[config.mk]
export PLATFORM = sky130hd
export DESIGN_NAME = bcd_digit_accumulator
export DESIGN_NICKNAME = d
export VERILOG_FILES = /design/src/rtl/bcd_digit_accumulator.sv
export SDC_FILE = /design/constraint.sdc
export NUM_CORES = 1
export LEC_CHECK = 0
export ABC_AREA = 1
export CAP_MARGIN = 20
export CORE_UTILIZATION = 43
export DETAILED_ROUTE_END_ITERATION = 6
export GPL_ROUTABILITY_DRIVEN = 0
export PLACE_DENSITY = 0.67
export SYNTH_ARGS = -nofsm -noshare
export SYNTH_HDL_FRONTEND = slang
export SYNTH_SLANG_ARGS = --single-unit
[constraint.sdc]
create_clock -name clk -period 2.21 [get_ports clk]
set_input_delay 0.663 -clock clk [delete_from_list [all_inputs] [get_ports clk]]
set_output_delay 0.663 -clock clk [all_outputs]
set_load 0.05 [all_outputs]
[src/rtl/bcd_digit_accumulator.sv]
// bcd_digit_accumulator: sequential decimal-to-binary converter.
// Digits arrive most significant first on a valid/ready handshake and are
// folded into value = value*BASE + digit. The finished number is offered on
// a valid/ready output handshake.
// Optional macro BCD_ACC_TIMEOUT_EN adds an idle-cycle timeout in ACCUM.
module bcd_digit_accumulator #(
  parameter int unsigned W_OUT          = 9,
  parameter int unsigned MAX_DIGITS     = 3,
  parameter int unsigned BASE           = 10,
  parameter int unsigned TIMEOUT_CYCLES = 1000
) (
  input  logic             clk,
  input  logic             rst,
  input  logic             start,
  input  logic [3:0]       digit,
  input  logic             digit_valid,
  input  logic             digit_last,
  output logic             digit_ready,
  output logic [W_OUT-1:0] value,
  output logic             value_valid,
  input  logic             value_ready,
  output logic             overflow,
  output logic             bad_digit,
  output logic             busy
);

  localparam int unsigned ACC_W = W_OUT + 5;

  typedef enum logic [1:0] {S_IDLE, S_ACCUM, S_DONE} state_t;

  // Elaboration-time parameter range checks
  if (MAX_DIGITS < 1 || MAX_DIGITS > 15) begin : g_bad_max_digits
    $error("MAX_DIGITS must be in 1..15");
  end
  if (BASE < 2 || BASE > 16) begin : g_bad_base
    $error("BASE must be in 2..16");
  end
  if (TIMEOUT_CYCLES < 1) begin : g_bad_timeout
    $error("TIMEOUT_CYCLES must be at least 1");
  end

  state_t           state_q, state_d;
  logic [W_OUT-1:0] acc_q, acc_d;
  logic [3:0]       count_q, count_d;
  logic [W_OUT-1:0] value_q, value_d;
  logic             value_valid_q, value_valid_d;
  logic             digit_ready_q, digit_ready_d;
  logic             overflow_q, overflow_d;
  logic             bad_digit_q, bad_digit_d;
  logic             busy_q, busy_d;

  logic             digit_ok;
  logic [3:0]       digit_eff;
  logic [ACC_W-1:0] next_wide;
  logic             next_ovf;
  logic [W_OUT-1:0] next_acc;
  logic             accept;
  logic             consume;
  logic             last_count;

`ifdef BCD_ACC_TIMEOUT_EN
  localparam int unsigned TO_W = $clog2(TIMEOUT_CYCLES + 1);
  logic [TO_W-1:0] idle_q, idle_d;
  logic            idle_hit;
`endif

  // Digit datapath: multiply-accumulate with saturation
  always_comb begin
    digit_ok   = (32'(digit) < BASE);
    digit_eff  = digit_ok ? digit : 4'd0;
    next_wide  = ACC_W'(acc_q) * ACC_W'(BASE) + ACC_W'(digit_eff);
    next_ovf   = overflow_q | (|next_wide[ACC_W-1:W_OUT]);
    next_acc   = next_ovf ? {W_OUT{1'b1}} : next_wide[W_OUT-1:0];
    accept     = (state_q == S_ACCUM) & digit_ready_q & digit_valid & ~start;
    consume    = (state_q == S_DONE) & value_valid_q & value_ready;
    last_count = (4'(count_q + 4'd1) == 4'(MAX_DIGITS));
  end

  // Next-state and next-output logic
  always_comb begin
    state_d     = state_q;
    acc_d       = acc_q;
    count_d     = count_q;
    value_d     = value_q;
    overflow_d  = overflow_q;
    bad_digit_d = bad_digit_q;
`ifdef BCD_ACC_TIMEOUT_EN
    idle_d      = '0;
    idle_hit    = 1'b0;
`endif

    case (state_q)
      S_IDLE: begin
        if (start) begin
          state_d     = S_ACCUM;
          acc_d       = '0;
          count_d     = '0;
          overflow_d  = 1'b0;
          bad_digit_d = 1'b0;
        end
      end
      S_ACCUM: begin
        if (start) begin
          acc_d       = '0;
          count_d     = '0;
          overflow_d  = 1'b0;
          bad_digit_d = 1'b0;
        end else if (accept) begin
          acc_d       = next_acc;
          overflow_d  = next_ovf;
          bad_digit_d = bad_digit_q | ~digit_ok;
          count_d     = 4'(count_q + 4'd1);
          if (digit_last || last_count) begin
            state_d = S_DONE;
            value_d = next_acc;
          end
        end else begin
`ifdef BCD_ACC_TIMEOUT_EN
          idle_d   = TO_W'(idle_q + 1'b1);
          idle_hit = (idle_d == TO_W'(TIMEOUT_CYCLES));
          if (idle_hit) begin
            idle_d = '0;
            if (count_q != 4'd0) begin
              state_d = S_DONE;
              value_d = acc_q;
            end else begin
              state_d = S_IDLE;
            end
          end
`endif
        end
      end
      S_DONE: begin
        if (consume) begin
          if (start) begin
            state_d     = S_ACCUM;
            acc_d       = '0;
            count_d     = '0;
            overflow_d  = 1'b0;
            bad_digit_d = 1'b0;
          end else begin
            state_d = S_IDLE;
          end
        end
      end
      default: state_d = S_IDLE;
    endcase

    // Handshake outputs rise one cycle after entering a state, drop on exit
    digit_ready_d = (state_q == S_ACCUM) & (state_d == S_ACCUM);
    value_valid_d = (state_q == S_DONE) & (state_d == S_DONE);
    busy_d        = (state_d != S_IDLE);
  end

  // State and output registers
  always_ff @(posedge clk or posedge rst) begin
    if (rst) begin
      state_q       <= S_IDLE;
      acc_q         <= '0;
      count_q       <= '0;
      value_q       <= '0;
      value_valid_q <= 1'b0;
      digit_ready_q <= 1'b0;
      overflow_q    <= 1'b0;
      bad_digit_q   <= 1'b0;
      busy_q        <= 1'b0;
    end else begin
      state_q       <= state_d;
      acc_q         <= acc_d;
      count_q       <= count_d;
      value_q       <= value_d;
      value_valid_q <= value_valid_d;
      digit_ready_q <= digit_ready_d;
      overflow_q    <= overflow_d;
      bad_digit_q   <= bad_digit_d;
      busy_q        <= busy_d;
    end
  end

`ifdef BCD_ACC_TIMEOUT_EN
  // Idle-cycle counter register
  always_ff @(posedge clk or posedge rst) begin
    if (rst) begin
      idle_q <= '0;
    end else begin
      idle_q <= idle_d;
    end
  end
`endif

  assign digit_ready = digit_ready_q;
  assign value       = value_q;
  assign value_valid = value_valid_q;
  assign overflow    = overflow_q;
  assign bad_digit   = bad_digit_q;
  assign busy        = busy_q;

endmodule

==> results.yml <==
status:
  status: "complete, but fails checks"
  violations: "negative setup slack"
place:
  placed_cells: 350
  portBuffers: 23
  placed_area_mm2: 0.002419
  hpwl_um: 3331
detailed_routing:
  wl_per_cell_um: 13.03
  vias: 1808
  drt_iter0_drc: 74
  ant_nets: 0
  via_per_inst: 4.953
  first_pass_iters: 4
  drc_errors: 0
  drt_wl_total_um: 4756
sta:
  fin_ws_ns: -0.3123
  rsz0062_at_grt: "true"
  fin_skew_ns: 0.002573
  setup_viol: 19
  slew_violations: 0
  relSlewSlack_pct: 66.28
  fin_crit_sh_pct: 114.1
  tightest_slew_ns: 0.5042
  fmax_mhz: 396.5
  report.final.hold_viol_count: 0
  period_minus_slack_ns: 2.522
pwr:
  p_leak_nw: 1.528
  power_density_mw_per_mm2: 1292
  switching_share_pct: 46.49
  combPwrFrac_pct: 64.7
  pwr-share-clk_pct: 12.0
  ir_worst_vdd_v: 0.0009917
  p_seq_share_pct: 23.3
  finalPower_mw: 3.556
  power.switching_mw: 1.653
  p_int_mw: 1.902
die:
  dieArea_mm2: 0.004615
  start_util_pct: 45.74
  num_rows: 23
  die_h_um: 67.94
  die_w_um: 67.94
  pin_count: 24
  core_mm2: 0.004086
setup_path:
  crit_family: "adder cells"
  cp-start-kind: "flop"
  cp_cell_sequence: "ha_4, ha_4, fa_2, nand2_2, inv_2, nand3_2, nor2_2, nand2_2, o21ai_4, nand3_2, nand2_1, nand2_1"
  cp_max_fo: 5
  crit_slowest_cell: "fa_2"
  timing.critical_path.from: "acc_q[3]"
  end_kind: "flop"
  reg2reg_from: "acc_q[3]"
  setup.worst_path.class: "flop to flop"
  worst-path-buf-inv: 1
  crit_arrival_ns: 2.68
  cp_data_required_time_ns: 2.37
  critPathMaxStageDelay_ns: 0.59
finish:
  fillers: 352
  synthToLayoutAreaGrowth_pct: 47.26
  multi_input_area_mm2: 0.001235
  final_area_mm2: 0.002753
  num_antenna_cells: 0
  regArea_um2: 726.9
  drive_gt1_share_pct: 29.52
  nNetsFinal: 346
  finalNonFillerCells: 365
grt:
  grt_pass1_vias: 1783
  grt_start_max_net_pins: 30
  grt_busiest_layer: "met2"
  grt_first_pass_wirelength_um: 7590
  gr-usage-met2_pct: 38.85
  grt_overflow: 0
  use_met1_pct: 25.99
  track_usage_pct: 22.03
  use_met3_pct: 5.000
  antenna_found_initial: 0
clocking:
  cts_root_buf: "clkbuf_8"
  cts_hold_buf: 0
  clk_latency_ns: 0.27
  cts_tree: "done"
  htree_num_levels: 2
  clk_pin_slew_ns: 0.06
  numCtsBuffers: 5
  cts.sinks: 29
  clock_path_buffers: 2
logic_synthesis:
  ys_top_cells_by_area: "dfrtp_1 (39%), nand2_1 (19%), ha_1 (13%)"
  syn-instance-count: 247
  yosysUniqueCellTypes: 23
  yosysTopAreaCellShare_pct: 38.82
  ys_warn_count: 0
  syn-num-nets: 278
  avgSynthCellArea_um2: 7.568
  yosysTopAreaCell: "dfrtp_1"
  syn-cell-area_mm2: 0.001869
  synth-seq-cells: 29
  ys_seq_area_share_pct: 38.82
flow_run:
  cap_violations: 0
min_path:
  min-delay-start: "state_q[0]"
  hold_class: "flop to flop"
## Yosys cell counts, drive strengths merged
master	count
o21ai	10
a31oi	2
o21bai	1
or2	2
xnor2	3
inv	29
nand4	1
ha	19
nand3	24
fa	2
nor3	1
xor2	4
nand3b	2
buf	1
a21oi	6
nor2	13
nand2	95
clkbuf	3
dfrtp	29
## per-stage QoR
stage	util [%]	worst slack, ns	setup TNS (ns)	hold slack [ns]
after floorplan	-	-0.3086	-5.743	0.4327
after global placement	59.19	-0.9557	-17.36	0.4605
after detailed placement	59.19	-1.022	-18.74	0.4700
after CTS	64.36	-0.3344	-6.003	0.4841
after global routing	67.36	-0.4263	-7.537	0.5175
final	67.36	-0.3123	-5.399	0.4810
## per-layer routing
layer,vias to the layer above,part of all wire [%]
li1,920,-
met1,849,46
met2,30,50
met3,9,2.7
met4,0,1.2
met5,-,0
## path summary, 6_finish.rpt
kind	to	slack (ns)	cells past startpoint
worst max register to register	value[7]	-0.31	12
worst min register to register	value_valid	0.48	1
max in group asynchronous	acc_q[2]	1.16	3
min in group asynchronous	busy	0.75	3
worst max-delay path	value[7]	-0.31	12
worst min-delay path	value_valid	0.48	1
## sequential cells by signal (all words and copies together) (netlist names)
signal       count
digit_ready      1
count_q          4
value            9
state_q          2
value_valid      1
acc_q            9
bad_digit        1
busy             1
overflow         1
## layout make-up
| cell class | count | share of cell area, % |
|---|---|---|
| Inverter | 29 | 3.955 |
| Multi-Input combinational cell | 187 | 44.86 |
| Sequential cell | 29 | 26.41 |
| Timing Repair Buffer | 63 | 19.36 |
| Tap cell | 50 | 2.273 |
| Clock buffer | 7 | 3.136 |
## power groups by stage
stage	clock network [mW]	logic (mW)	registers, mW
floorplan	0	0.912	1.11
global placement	0	1.90	0.818
detailed placement	0	1.93	0.823
CTS	0.433	2.11	0.816
global route	0.464	2.50	0.851
finish	0.426	2.30	0.829
## layout by cell type (no fill, tap or decap), drive strengths merged
cell	n
xor2	4
clkbuf	7
nor2	14
a31oi	2
fa	2
nand3	24
dfrtp	29
a21oi	6
nor3	1
nand2	95
buf	44
o21ai	11
clkdlybuf4s50	19
o21bai	1
or2	2
xnor2	3
inv	29
nand3b	2
ha	19
nand4	1
## logic make-up (layout without fill, tap and decap cells)
kind of cell / count (synthesis) / count (layout) / synth area share (%)
AOI/OAI and AO/OA: 19 / 20 / 5.957
xor gates and xnor gates: 7 / 7 / 3.280
adders and majority gates: 21 / 21 / 14.86
buffers and inverters: 33 / 99 / 6.626
DFF: 29 / 29 / 38.82
and+or+nand+nor: 138 / 139 / 30.46
## repair_timing
| action | 4_1_cts | 5_1_grt |
|---|---|---|
| endpoints found under the setup margin | 19 | 19 |
| gates resized for setup | 33 | 24 |
| gates cloned | 2 | 0 |
| buffers inserted | 7 | 0 |
| pin swaps | 17 | 21 |
Power figures use the tool's default switching activity.
